==> config.mk <==
export PLATFORM = sky130hd
export DESIGN_NAME = mem_stage
export DESIGN_NICKNAME = d
export VERILOG_FILES = /design/src/rtl/mem_stage.sv
export SDC_FILE = /design/constraint.sdc
export NUM_CORES = 1
export LEC_CHECK = 0
export CAP_MARGIN = 20
export CORE_AREA = 2 2 118 120
export CTS_CLUSTER_DIAMETER = 200
export CTS_CLUSTER_SIZE = 10
export DETAILED_ROUTE_END_ITERATION = 16
export DIE_AREA = 0 0 120 122
export PLACE_DENSITY = 0.81
export SYNTH_ARGS = -nofsm -noshare
export SYNTH_HDL_FRONTEND = slang
export SYNTH_SLANG_ARGS = --single-unit
==> constraint.sdc <==
create_clock -name clk -period 2.4 [get_ports clk]
set_input_delay 0.48 -clock clk [delete_from_list [all_inputs] [get_ports clk]]
set_output_delay 0.48 -clock clk [all_outputs]
set_load 0.02 [all_outputs]
==> src/rtl/mem_stage.sv <==
// Memory-access stage of the 32-bit pipeline: req/ack data-memory handshake with
// timeout, branch resolution, and the MEM/WB pipeline register.
module mem_stage #(
    parameter int unsigned TIMEOUT = 15
) (
    input  logic        clk,
    input  logic        rst,
    input  logic [1:0]  Mem_WB,
    input  logic        read_En,
    input  logic        write_En,
    input  logic        Mem_Br,
    input  logic        Zero,
    input  logic [31:0] DataAddress,
    input  logic [31:0] WriteData,
    input  logic [4:0]  dest,
    output logic        mem_req,
    output logic        mem_we,
    output logic [31:0] mem_addr,
    output logic [31:0] mem_wdata,
    input  logic [31:0] mem_rdata,
    input  logic        mem_ack,
    output logic        stall,
    output logic        PCSrc,
    output logic [1:0]  WB,
    output logic [31:0] ReadData,
    output logic [31:0] ALUResult,
    output logic [4:0]  Write_Register,
    output logic        RegWrite,
    output logic        mem_err
);

    typedef enum logic [0:0] {
        IDLE   = 1'b0,
        ACCESS = 1'b1
    } state_t;

    localparam logic [7:0] LAST_WAIT = 8'(TIMEOUT - 1);

    state_t      state_r, state_nxt_s;
    logic [7:0]  cnt_r, cnt_nxt_s;
    logic        mem_we_r, mem_we_nxt_s;
    logic [31:0] mem_addr_r, mem_addr_nxt_s;
    logic [31:0] mem_wdata_r, mem_wdata_nxt_s;
    logic [1:0]  lat_wb_r, lat_wb_nxt_s;
    logic [4:0]  lat_dest_r, lat_dest_nxt_s;
    logic [1:0]  wb_r, wb_nxt_s;
    logic [31:0] rdata_r, rdata_nxt_s;
    logic [31:0] alu_r, alu_nxt_s;
    logic [4:0]  wr_r, wr_nxt_s;
    logic        err_r, err_nxt_s;
    logic        access_s, in_access_s, ack_s, timeout_s;

    // A simultaneous read and write is a store; the read request is dropped.
    assign access_s    = read_En | write_En;
    assign in_access_s = (state_r == ACCESS);
    assign ack_s       = in_access_s & mem_ack;
    assign timeout_s   = in_access_s & ~mem_ack & (cnt_r == LAST_WAIT);

    // Next-state and next MEM/WB contents; everything holds unless updated.
    always_comb begin
        state_nxt_s     = state_r;
        cnt_nxt_s       = cnt_r;
        mem_we_nxt_s    = mem_we_r;
        mem_addr_nxt_s  = mem_addr_r;
        mem_wdata_nxt_s = mem_wdata_r;
        lat_wb_nxt_s    = lat_wb_r;
        lat_dest_nxt_s  = lat_dest_r;
        wb_nxt_s        = wb_r;
        rdata_nxt_s     = rdata_r;
        alu_nxt_s       = alu_r;
        wr_nxt_s        = wr_r;
        err_nxt_s       = err_r;
        case (state_r)
            IDLE: begin
                if (access_s) begin
                    mem_addr_nxt_s  = DataAddress;
                    mem_wdata_nxt_s = WriteData;
                    mem_we_nxt_s    = write_En;
                    lat_wb_nxt_s    = Mem_WB;
                    lat_dest_nxt_s  = dest;
                    wb_nxt_s        = 2'b00;
                    wr_nxt_s        = 5'd0;
                    alu_nxt_s       = 32'd0;
                    cnt_nxt_s       = 8'd0;
                    state_nxt_s     = ACCESS;
                end else begin
                    wb_nxt_s  = Mem_WB;
                    alu_nxt_s = DataAddress;
                    wr_nxt_s  = dest;
                end
            end
            ACCESS: begin
                if (ack_s) begin
                    if (!mem_we_r) begin
                        rdata_nxt_s = mem_rdata;
                    end else begin
                        rdata_nxt_s = rdata_r;
                    end
                    wb_nxt_s    = lat_wb_r;
                    alu_nxt_s   = mem_addr_r;
                    wr_nxt_s    = lat_dest_r;
                    state_nxt_s = IDLE;
                end else if (timeout_s) begin
                    // Aborted access retires with write-back disabled.
                    wb_nxt_s    = 2'b00;
                    rdata_nxt_s = 32'd0;
                    alu_nxt_s   = mem_addr_r;
                    wr_nxt_s    = lat_dest_r;
                    err_nxt_s   = 1'b1;
                    state_nxt_s = IDLE;
                end else begin
                    cnt_nxt_s = cnt_r + 8'd1;
                end
            end
            default: begin
                state_nxt_s = IDLE;
            end
        endcase
    end

    // State, latched request and MEM/WB register with synchronous reset.
    always_ff @(posedge clk) begin
        if (rst) begin
            state_r     <= IDLE;
            cnt_r       <= 8'd0;
            mem_we_r    <= 1'b0;
            mem_addr_r  <= 32'd0;
            mem_wdata_r <= 32'd0;
            lat_wb_r    <= 2'b00;
            lat_dest_r  <= 5'd0;
            wb_r        <= 2'b00;
            rdata_r     <= 32'd0;
            alu_r       <= 32'd0;
            wr_r        <= 5'd0;
            err_r       <= 1'b0;
        end else begin
            state_r     <= state_nxt_s;
            cnt_r       <= cnt_nxt_s;
            mem_we_r    <= mem_we_nxt_s;
            mem_addr_r  <= mem_addr_nxt_s;
            mem_wdata_r <= mem_wdata_nxt_s;
            lat_wb_r    <= lat_wb_nxt_s;
            lat_dest_r  <= lat_dest_nxt_s;
            wb_r        <= wb_nxt_s;
            rdata_r     <= rdata_nxt_s;
            alu_r       <= alu_nxt_s;
            wr_r        <= wr_nxt_s;
            err_r       <= err_nxt_s;
        end
    end

    // Stall drops in the completing cycle so EX/MEM advances as MEM/WB captures.
    assign stall          = (~in_access_s & access_s) | (in_access_s & ~ack_s & ~timeout_s);
    assign PCSrc          = Mem_Br & Zero & ~in_access_s;
    assign mem_req        = in_access_s;
    assign mem_we         = mem_we_r;
    assign mem_addr       = mem_addr_r;
    assign mem_wdata      = mem_wdata_r;
    assign WB             = wb_r;
    assign ReadData       = rdata_r;
    assign ALUResult      = alu_r;
    assign Write_Register = wr_r;
    assign RegWrite       = wb_r[1];
    assign mem_err        = err_r;

endmodule

After elaboration in Yosys (flattened, before gate mapping)
Cells that the tools add are included.

storage, ports and cells
  output and inout port bits = 141
  bits of input ports = 110
  flip-flop bits (word level) = 153

operators by class
  mux-type cells = 23
  reduce and logical (&&, ||, !) cells = 5
  bitwise logic cells = 14
  add/subtract/negate cells = 1
  equality and inequality tests = 6

operator list
  operator             count
  $mux 32              6
  $pmux 32 s2          1
  $mux 8               3
  $pmux 8 s2           1
  $mux 5               3
  $pmux 5 s2           1
  $reduce_and 3->1     3
  $add 8x1->8 const B  1
  $and 1x1->1          8
  $eq 8x4->1 const B   1
  $ne 2x2->1 const B   4
  $mux 2               3
  $not 1->1            4
  $pmux 2 s2           1
  $mux 1               3
  $ne 3x1->1 const B   1
  $or 1x1->1           2
  $pmux 1 s2           1
  $reduce_and 2->1     1
  $reduce_bool 2->1    1

Logic depth before layout (Yosys ltp)
  depth in word-level cells = 6
  depth in mapped cells = 8
  mapped depth without buffers = 5

Worst setup path after synthesis
OpenSTA, ideal clock, no wires.

  path type = reg2out
  start point = register state_r (netlist: mem_req)
  end point = output port stall
  data arrival time = 1.311 ns
  cell stages (with the launch flop) = 7
  path slack = 0.609 ns
  buffers on the path = 3
  required time = 1.920 ns
  cells stage by stage = dfxtp_1 > buf_2 > inv_2 > buf_2 > o21ai_2 > buf_2 > nand2_1

on the way
  cells in the longest elaborated chain, start to end = 5

ends and longest elaborated chain
  what                                                       RTL line  source
  start, declared                                            39        state_t state_r, state_nxt_s;
  start signal, assigned                                     137       state_r <= state_nxt_s;
  $and 1x1->1, on equally long branches                      56, 57
  $not 1->1 (no source line) or $and 1x1->1 (tied branches)  -
  $and 1x1->1 or $not 1->1 (tied branches)                   153       assign stall = (~in_access_s & access_s) | (in_access_s & ~ack_s & ~timeout_s);
  $and 1x1->1                                                153
  $or 1x1->1 (*)                                             153
  end, declared                                              22        output logic stall,

Mark *: on every way between the ends. The rest lies on a longest branch, timed or not.

Final worst setup path
  start point = register cnt_r[0]
  end point = output port stall

on the way
  cells in the longest elaborated chain, start to end = 5

ends and longest elaborated chain
  what                    RTL line  source
  start, declared         40        logic [7:0] cnt_r, cnt_nxt_s;
  start signal, assigned  138       cnt_r <= cnt_nxt_s;
  $eq 8x4->1              57        assign timeout_s = in_access_s & ~mem_ack & (cnt_r == LAST_WAIT);
  $and 1x1->1             57
  $not 1->1               153
  $and 1x1->1             153
  $or 1x1->1              153

Every way passes these cells.

==> out/metrics.yaml <==
dieArea_um2: 14600
synth_compound_area_share_pct: 16.8
grt_overflow: 0
p_int_w: 0.00508
vias: 5938
design_area_um2: 9320
routed_wl_um: 17600
postRouteAntennaNets: 0
synthTopCellsByCount: "nand2_1 (217), dfxtp_1 (153), a21oi_1 (143)"
hold_buffers: 0
cts_buffer_depth: 2
routedWlPerCell_um: 15.2
finalHoldViolCount: 0
cts_buffers: 17
drc_errors: 0
clock_power_share_pct: 41.2
ys_warn_count: 0
cp.required_ns: 1.92
clock-root-buffer: "clkbuf_16"
ctsHtreeMaxLevel: 4
ir_drop_uv: 434
p_sw_w: 0.00176
end_kind: "output port"
regArea_um2: 3060
clock_sinks: 153
grt_pass1_wl_um: 27600
synthMuxAreaShare_pct: 7.60
clk_pin_slew_ns: 0.06
synth-xor-area-share_pct: 0
drt-initial-drc-count: 375
synth_edf_count: 0
cp-start-kind: "flip-flop"
cp_max_fo: 4
std_cell_rows: 43
syn2layout_area_growth_pct: 54.8
gp_congestion: 0.760
first_pass_iters: 5
cts_tree: "done"
initial_core_util_pct: 44.6
synth_top_family_by_area: "simple AND/OR/NAND/NOR gates"
grt_max_degree: 117
max_freq_mhz: 439
dp_hpwl_um: 11500
synth_seq_area_share_pct: 50.9
synth_fa_ha_area_share_pct: 0.416
slew_viol_final: 0
routed_via_density: 5.14
io_pins: 251
syn-num-nets: 848
fin_crit_sh_pct: 94.9
port_buffers: 250
seqPwrFrac_pct: 40.7
critPathKind: "flip-flop to output port"
worstMarginPinSlew_ns: 0.609
nNetsFinal: 1075
clock_latency_ns: 0.42
die_w_um: 120
cp_data_arrival_time_ns: 1.80
synth_top_area_share_pct: 50.9
multiInputGateArea_um2: 2690
yosysMostFrequentCell: "nand2_1"
synthesis.area_um2: 6020
p_leak_nw: 3.41
antenna_found_initial: 0
period_needed_ns: 2.28
cts_setup_buffers: 0
ys_seq_elements: 153
placed_area_um2: 8700
max-slew-margin-rel_pct: 59.4
async_flop_share_pct: 0
setup_viol: 0
hold_class: "flip-flop to flip-flop"
rsz0062_at_grt: "no"
status: "finished, final reports clean"
skew_ns: 0.00940
power_w: 0.00684
core-area_um2: 13500
synth.largest_area_cell: "dfxtp_1"
synth_ff_type: "dfxtp_1"
syn-mean-instance-area_um2: 8.18
fill_cells: 1087
drv_cap: 0
antennaDiodeCount: 0
grt_pass1_vias: 5584
drive_gt1_share_pct: 10.3
netSwitchingFraction_pct: 25.7
synth_area_leaders: "dfxtp_1 (51%), nand2_1 (14%), a21oi_1 (12%)"
dieHeight_um: 122
combPwrFrac_pct: 18.2
syn_inst: 736
finalSetupTns_ns: 0
grt_usage_pct: 23.5
synth-simple-area-share_pct: 19.4
ys_types: 37
power_density_nw_per_um2: 733
-- worst max-delay path: stages, from the launching register on --
cell and delay (ns):
dfxtp_1 0.37, inv_1 0.09, ha_1 0.28, a31o_2 0.24
nand2_1 0.09, clkdlybuf4s15_1 0.32
-- metal layers --
| layer | part of all wire (%) | track usage [%] | vias up |
|---|---|---|---|
| met5 | 0 | 0 | - |
| met4 | 2.6 | 10.5 | 0 |
| met3 | 6.9 | 5.99 | 35 |
| met2 | 48 | 39.6 | 213 |
| met1 | 42 | 28.3 | 2752 |
| li1 | - | - | 2938 |
-- through the flow --
| step | hold slack (ns) | worst slack, ns | utilization, % | cells |
|---|---|---|---|---|
| 2_1_floorplan | 0.433 | 0.609 | - | 736 |
| 3_3_place_gp | 0.438 | -0.0599 | 64.4 | 1124 |
| 3_5_place_dp | 0.443 | -0.0670 | 64.4 | 1124 |
| 4_1_cts | 0.450 | 0.0784 | 69.0 | 1155 |
| 5_1_grt | 0.466 | 0.0123 | 69.0 | 1155 |
| 6_report | 0.450 | 0.123 | 69.0 | 1155 |
-- final timing paths --
path,startpoint,slack [ns],endpoint,depth (start not counted)
max reg2reg,cnt_r[0]$_SDFFE_PP0P_,0.47,ALUResult[9]$_SDFFE_PP0P_,7
min reg2reg,ALUResult[17]$_SDFFE_PP0P_,0.45,ALUResult[17]$_SDFFE_PP0P_,2
min,ALUResult[17]$_SDFFE_PP0P_,0.45,ALUResult[17]$_SDFFE_PP0P_,2
max,cnt_r[0]$_SDFFE_PP0P_,0.12,stall,5
-- layout by cell type, fill, tap and decap left out, types with 4 or more instances in the layout --
master	instances
nand4_1	4
nand2_1	217
clkbuf_16	17
clkdlybuf4s50_1	248
inv_1	4
o21ai_0	31
bufinv_16	4
mux2_2	38
a21oi_1	143
nor2_1	7
nand3_1	44
buf_4	17
dfxtp_1	152
clkinvlp_4	4
buf_12	4
-- power by group through the flow --
stage | logic [W] | registers [W] | clock network (W)
2_1_floorplan | 0.000457 | 0.00300 | 0
3_3_place_gp | 0.00123 | 0.00283 | 0
3_5_place_dp | 0.00124 | 0.00283 | 0
4_1_cts | 0.00125 | 0.00278 | 0.00287
5_1_grt | 0.00133 | 0.00280 | 0.00297
6_report | 0.00124 | 0.00278 | 0.00282
-- flip-flops by register name, indices dropped and copies added (netlist names) --
signal and cells:
mem_wdata 32, mem_err 1, mem_req 1, mem_addr 32, ReadData 32, mem_we 1
lat_dest_r 5, Write_Register 5, lat_wb_r 2, ALUResult 32, WB 2, cnt_r 8
-- cell families after synthesis --
kind of cell             after synthesis
AO/OA/AOI/OAI                        190
adder cells (fa/ha/maj)                2
buffers and inverters                 67
flip-flops                           153
multiplexers                          41
AND/OR/NAND/NOR                      283
-- area by class of cell --
class                   count  area share [%]
clock buffers              19            4.86
multi-input cells         516            28.8
repair buffers            270            29.0
clock inverters            12            1.87
flip-flops and latches    153            32.9
well taps                 180            2.42
inverters                   5           0.201
-- what timing repair did --
action                     4_1_cts  5_1_grt
hold endpoints to repair         0        0
pin swaps                        0        0
gates resized for setup          1        1
setup endpoints to repair        1        1
(Power assumes the default switching activity.)
